===== config.mk =====
export PLATFORM = sky130hd
export DESIGN_NAME = fetch_stage
export DESIGN_NICKNAME = d
export VERILOG_FILES = /design/src/rtl/fetch_pkg.sv /design/src/rtl/fetch_skid_buf.sv /design/src/rtl/fetch_stage.sv
export SDC_FILE = /design/constraint.sdc
export NUM_CORES = 1
export LEC_CHECK = 0
export CAP_MARGIN = 20
export CORE_MARGIN = 8
export CORE_UTILIZATION = 54
export CTS_BUF_LIST = sky130_fd_sc_hd__clkbuf_8
export DETAILED_ROUTE_END_ITERATION = 10
export PLACE_DENSITY = 0.84
export SYNTH_ARGS = -nofsm -noshare
export SYNTH_HDL_FRONTEND = slang
export SYNTH_SLANG_ARGS = --single-unit
export TNS_END_PERCENT = 1

===== constraint.sdc =====
create_clock -name clk -period 2.7 [get_ports clk]
set_input_delay 0.54 -clock clk [delete_from_list [all_inputs] [get_ports clk]]
set_output_delay 0.54 -clock clk [all_outputs]
set_load 0.005 [all_outputs]

===== src/rtl/fetch_pkg.sv =====
// Shared types and constants for the instruction-fetch stage.
package fetch_pkg;

  localparam logic [15:0] FETCH_NOP_INSTR = 16'h0800;
  localparam logic [4:0]  HALT_OPCODE     = 5'b00000;

  typedef enum logic [1:0] {
    FETCH  = 2'd0,
    DRAIN  = 2'd1,
    HALTED = 2'd2
  } fetch_state_e;

  typedef struct packed {
    logic [15:0] instr;
    logic [15:0] pcplus2;
    logic        valid;
  } ifid_t;

endpackage


===== src/rtl/fetch_skid_buf.sv =====
// Single-entry skid buffer holding one fetched IF/ID payload during a stall.
module fetch_skid_buf
  import fetch_pkg::*;
(
  input  logic  clk,
  input  logic  rst,
  input  logic  load,
  input  logic  unload,
  input  logic  clear,
  input  ifid_t din,
  output ifid_t dout,
  output logic  full
);

  always_ff @(posedge clk) begin
    if (rst) begin
      full <= 1'b0;
      dout <= '0;
    end else if (clear) begin
      full <= 1'b0;
    end else if (load) begin
      full <= 1'b1;
      dout <= din;
    end else if (unload) begin
      full <= 1'b0;
    end
  end

endmodule


===== src/rtl/fetch_stage.sv =====
// Instruction-fetch stage: PC, imem read handshake, skid buffer and IF/ID register.
// Optional misaligned-fetch detection enabled by defining FETCH_ALIGN_CHECK_EN.
module fetch_stage
  import fetch_pkg::*;
#(
  parameter logic [15:0] RESET_PC  = 16'h0000,
  parameter logic [15:0] NOP_INSTR = FETCH_NOP_INSTR
) (
  input  logic        clk,
  input  logic        rst,
  input  logic        stall,
  input  logic        redirect_valid,
  input  logic [15:0] redirect_pc,
  output logic [15:0] imem_addr,
  output logic        imem_rd_en,
  input  logic [15:0] imem_data,
  input  logic        imem_ready,
  output logic [15:0] Instruction_out,
  output logic [15:0] PcPlus2_out,
  output logic        Valid_out,
  output logic        err
);

  localparam ifid_t BUBBLE = '{instr: NOP_INSTR, pcplus2: 16'h0000, valid: 1'b0};

  fetch_state_e state;
  logic [15:0]  pc;
  logic [15:0]  drain_addr;
  ifid_t        ifid;

  logic [15:0]  pc_plus2;
  logic         misaligned;
  logic         accept;
  logic         is_halt;
  ifid_t        fetched;

  logic         skid_load;
  logic         skid_unload;
  logic         skid_clear;
  logic         skid_full;
  ifid_t        skid_q;

  assign pc_plus2   = pc + 16'd2;
  assign imem_rd_en = ((state == FETCH) && !skid_full) || (state == DRAIN);
  assign imem_addr  = (state == DRAIN) ? drain_addr : pc;
  assign accept     = (state == FETCH) && !skid_full && imem_ready;
  assign is_halt    = (imem_data[15:11] == HALT_OPCODE);
  assign fetched    = '{instr: imem_data, pcplus2: pc_plus2, valid: !misaligned};

  assign skid_clear  = redirect_valid;
  assign skid_load   = !redirect_valid && stall && accept;
  assign skid_unload = !redirect_valid && !stall && skid_full;

  fetch_skid_buf u_skid (
    .clk    (clk),
    .rst    (rst),
    .load   (skid_load),
    .unload (skid_unload),
    .clear  (skid_clear),
    .din    (fetched),
    .dout   (skid_q),
    .full   (skid_full)
  );

  always_ff @(posedge clk) begin
    if (rst) begin
      state      <= FETCH;
      pc         <= RESET_PC;
      drain_addr <= RESET_PC;
      ifid       <= BUBBLE;
    end else if (redirect_valid) begin
      pc   <= redirect_pc;
      ifid <= BUBBLE;
      // An in-flight read that is not finishing now must be drained at its old address.
      if (imem_rd_en && !imem_ready) begin
        state <= DRAIN;
        if (state != DRAIN) drain_addr <= pc;
      end else begin
        state <= FETCH;
      end
    end else begin
      unique case (state)
        DRAIN: begin
          ifid <= BUBBLE;
          if (imem_ready) state <= FETCH;
        end
        default: begin
          if (stall) begin
            if (accept) begin
              pc <= pc_plus2;
              if (is_halt) state <= HALTED;
            end
          end else if (skid_full) begin
            ifid <= skid_q;
          end else if (accept) begin
            ifid <= fetched;
            pc   <= pc_plus2;
            if (is_halt) state <= HALTED;
          end else begin
            ifid <= BUBBLE;
          end
        end
      endcase
    end
  end

`ifdef FETCH_ALIGN_CHECK_EN
  assign misaligned = pc[0];

  always_ff @(posedge clk) begin
    if (rst) begin
      err <= 1'b0;
    end else if ((state == FETCH) && imem_rd_en && pc[0]) begin
      err <= 1'b1;
    end
  end
`else
  assign misaligned = 1'b0;
  assign err        = 1'b0;
`endif

  assign Instruction_out = ifid.instr;
  assign PcPlus2_out     = ifid.pcplus2;
  assign Valid_out       = ifid.valid;

endmodule


==> qor.log <==
INFO  timing         setup_violations=0
INFO  routing        route.vias.total=4,445
INFO  yosys          synth-seq-area-share=43.2%
INFO  worst_hold_path min-delay-start=u_skid.dout[21]$_SDFFE_PP0P_
INFO  grt            antenna_found_initial=0
INFO  clock_tree     clk_transition_reported_paths=0.09ns
INFO  worst_hold_path hold-path-endpoint=u_skid.dout[21]$_SDFFE_PP0P_
INFO  grt            track_usage=21.3%
INFO  worst_setup_path crit-reg2reg-launch=pc[2]$_SDFFE_PP0P_
INFO  worst_setup_path crit_type=reg2out
INFO  yosys          postSynth.asyncResetShare=0%
INFO  power          max-vdd-ir-drop=0.299mV
INFO  clock_tree     skew_pair_late_insertion_delay=0.37ns
INFO  yosys          yosys_most_used_dff=sky130_fd_sc_hd__dfxtp_1
INFO  yosys          unique_masters_post_synth=51
INFO  finish         post-route-cell-area=5890µm²
INFO  finish         layout.cells.most_common_list=sky130_fd_sc_hd__nand2_1 (103), sky130_fd_sc_hd__dfxtp_1 (101), sky130_fd_sc_hd__clkdlybuf4s50_1 (85)
INFO  status         outcome=finished clean
INFO  worst_setup_path data_required_critical_path=2.16ns
INFO  finish         area_growth=26.0%
INFO  clock_tree     clock_tree.buffer_depth=2
INFO  timing         worst-slew-pin-transition=0.782ns
INFO  clock_tree     cts_tree=yes
INFO  die            die_w=109µm
INFO  routing        drt_via_density=5.77
INFO  worst_hold_path path_category_of_the_worst_min_delay_check=reg2reg
INFO  worst_setup_path crit-reg2reg-capture=PcPlus2_out[15]$_SDFFE_PP0N_
INFO  die            row_count=34
INFO  clock_tree     cts_root_buffer=sky130_fd_sc_hd__clkbuf_8
INFO  die            fp.coreArea=8550µm²
INFO  timing         finClkSkew=0.0114ns
INFO  yosys          yosys_warnings=0
INFO  yosys          synthesis.area_per_instance=7.94µm²
INFO  finish         final_layout_size_suffix_gt1_share=7.85%
INFO  yosys          cell_type_with_the_largest_total_area_after_synthesis=sky130_fd_sc_hd__dfxtp_1
INFO  finish         ant_diodes=0
INFO  timing         grt_setup_unrepaired=no
INFO  grt            use_met3=4.02%
INFO  die            design.portCount=88
INFO  timing         final_min_period_over_clock_period=95.1%
INFO  timing         fin_tns_setup=0ns
INFO  grt            busiest_layer=met2
INFO  grt            met1_usage=27.5%
INFO  clock_tree     cts_inserted_buffers=9
INFO  timing         slew_headroom=47.4%
INFO  worst_setup_path reg2regPathDepth=5
INFO  finish         layout.cells.most_common=sky130_fd_sc_hd__nand2_1
INFO  routing        route.detailed.wl_per_inst=16.2µm
INFO  placed_design  finalWeightedCongestion=0.890
INFO  routing        ant_nets_after_route=0
INFO  yosys          syn_nets=627
INFO  grt            grt_max_degree=47
INFO  job            max_cap_violations=0
INFO  power          pwr_density_cell=538nW/µm²
INFO  placed_design  port_buffer_cells=86
INFO  yosys          synthesis.area=4680µm²
INFO  timing         clock.fmax=389MHz
INFO  die            floorplan.die.height=109µm
INFO  yosys          synth_top_cell_area_share=43.2%
INFO  clock_tree     cts-htree-levels=3
INFO  yosys          synth_top_cells_by_area=sky130_fd_sc_hd__dfxtp_1 (43%), sky130_fd_sc_hd__nand2_1 (8.3%), sky130_fd_sc_hd__a21oi_1 (5.9%), sky130_fd_sc_hd__nor3_1 (4.1%), sky130_fd_sc_hd__mux2i_1 (3.9%)
INFO  clock_tree     tritoncts_num_sinks=101
INFO  worst_hold_path min_delay_path_depth=2
INFO  finish         nNetsFinal=695
INFO  worst_setup_path crit_fanout=21
INFO  power          leak=2.19nW
INFO  grt            grt_pass1_wl=20,600µm
INFO  placed_design  hpwl=8790µm
INFO  timing         fin_crit_period=2.57ns
INFO  worst_setup_path worst-endpoint-arrival=2.03ns
INFO  routing        dr.first_iter.drc_count=273
INFO  placed_design  place_area=5660µm²
INFO  clock_tree     postCtsHoldBufs=0
INFO  yosys          postSynthCellCount=589
INFO  worst_setup_path cp-start-kind=register
INFO  yosys          synth.ff_latch_count=101
INFO  grt            grt_overflow_total=0
INFO  yosys          synth_edf_count=0
INFO  worst_setup_path worst-r2r-setup-slack=0.51ns
INFO  grt            grt_util_met2=34.9%
INFO  die            fp.dieArea=11,900µm²
INFO  timing         maxSlewViolCount=0
INFO  routing        drc_errors=0
INFO  routing        firstDrtPassIters=5
INFO  grt            number_of_global_route_vias_before_repair=4,229
INFO  worst_setup_path worst_setup_path_end_kind=output port
INFO  routing        totalWireLength=12,500µm
INFO  die            initial_core_util=54.7%
INFO  finish         layout.filler_cells=725
INFO  timing         final_hold_violating_endpoints=0
[per-stage QoR]
| step | setup slack [ns] | hold WS [ns] | util (%) | instances | power [mW] |
|---|---|---|---|---|---|
| 6_report | 0.132 | 0.463 | 68.9 | 770 | 3.17 |
| 4_1_cts | 0.0539 | 0.462 | 68.9 | 770 | 3.18 |
| 5_1_grt | 0.0528 | 0.475 | 68.9 | 770 | 3.29 |
| 3_3_place_gp | 0.124 | 0.442 | 66.2 | 754 | 2.08 |
| 2_1_floorplan | 0.622 | 0.436 | - | 589 | 1.88 |
| 3_5_place_dp | 0.107 | 0.448 | 66.2 | 754 | 2.09 |
[kinds of logic (layout without fill, tap and decap cells)]
family / Yosys count / in the layout / share of synthesized area [%]
AOI/OAI and AO/OA: 126 / 126 / 17.3
xor gates and xnor gates: 15 / 15 / 2.81
adders and majority gates: 1 / 1 / 0.267
buffers and inverters: 71 / 144 / 6.26
DFF: 101 / 101 / 43.2
muxes: 18 / 18 / 3.85
other: 1 / 1 / 0.0801
and+or+nand+nor: 256 / 256 / 26.3
[final cells by class]
class,instances,area (µm²),area share [%]
well taps,108,135,2.29
clock buffers,10,138,2.33
inverters,14,52.6,0.892
clock inverters,6,92.6,1.57
flip-flops and latches,101,2020,34.3
multi-input cells,417,2390,40.5
repair buffers,114,1070,18.1
[worst max-delay path by stage]
stage | from | to | cells after the start
after floorplan | imem_ready | pc[13]$_SDFFE_PP0P_ | 5
after global placement | imem_ready | pc[13]$_SDFFE_PP0P_ | 5
after detailed placement | imem_ready | pc[13]$_SDFFE_PP0P_ | 5
after CTS | state[1]$_SDFFE_PP0P_ | imem_addr[9] | 3
after global routing | state[0]$_SDFFE_PP0P_ | imem_addr[9] | 4
final | state[0]$_SDFFE_PP0P_ | imem_addr[9] | 4
[power breakdown]
part	internal (mW)	switching, mW	total (mW)	leakage [nW]
Clock	0.554	0.550	1.10	0.110
Sequential	1.55	0.0552	1.60	0.823
Combinational	0.230	0.235	0.464	1.26
Total	2.33	0.840	3.17	2.19
[flip-flops by register name, summed over array words and instances (netlist names)]
| signal | flops |
|---|---|
| u_skid.dout | 33 |
| Instruction_out | 16 |
| PcPlus2_out | 16 |
| drain_addr | 16 |
| pc | 16 |
| state | 2 |
| Valid_out | 1 |
| u_skid.full | 1 |
[Yosys cell counts (9+ instances only)]
cell                       count
sky130_fd_sc_hd__nand2_1     103
sky130_fd_sc_hd__dfxtp_1     101
sky130_fd_sc_hd__a21oi_1      55
sky130_fd_sc_hd__nor2_1       43
sky130_fd_sc_hd__nor3_1       38
sky130_fd_sc_hd__clkbuf_1     37
sky130_fd_sc_hd__a221oi_1     19
sky130_fd_sc_hd__mux2i_1      18
sky130_fd_sc_hd__o21ai_0      17
sky130_fd_sc_hd__nor2b_1      16
sky130_fd_sc_hd__buf_2        14
sky130_fd_sc_hd__inv_1        14
sky130_fd_sc_hd__nand3_1      11
sky130_fd_sc_hd__o21a_1        9
sky130_fd_sc_hd__xnor2_1       9
[worst max-delay path: stages (launching register included)]
cell,delay [ns]
sky130_fd_sc_hd__dfxtp_1,0.53
sky130_fd_sc_hd__and2b_4,0.38
sky130_fd_sc_hd__nand2_1,0.08
sky130_fd_sc_hd__o21ai_0,0.11
sky130_fd_sc_hd__clkdlybuf4s50_1,0.56
[routing by layer]
metal  share of wire (%)  wire length, µm
met4                 1.8              221
met5                   0                0
met1                  44             5520
met2                  46             5810
met3                 7.6              945
[timing repair]
item	in CTS	in global routing
setup buffers	0	0
endpoints found under the hold margin	0	0
gates resized for setup	1	1
gates cloned	0	0
endpoints found under the setup margin	16	3
Note: power is estimated with default switching activity, not from simulation.
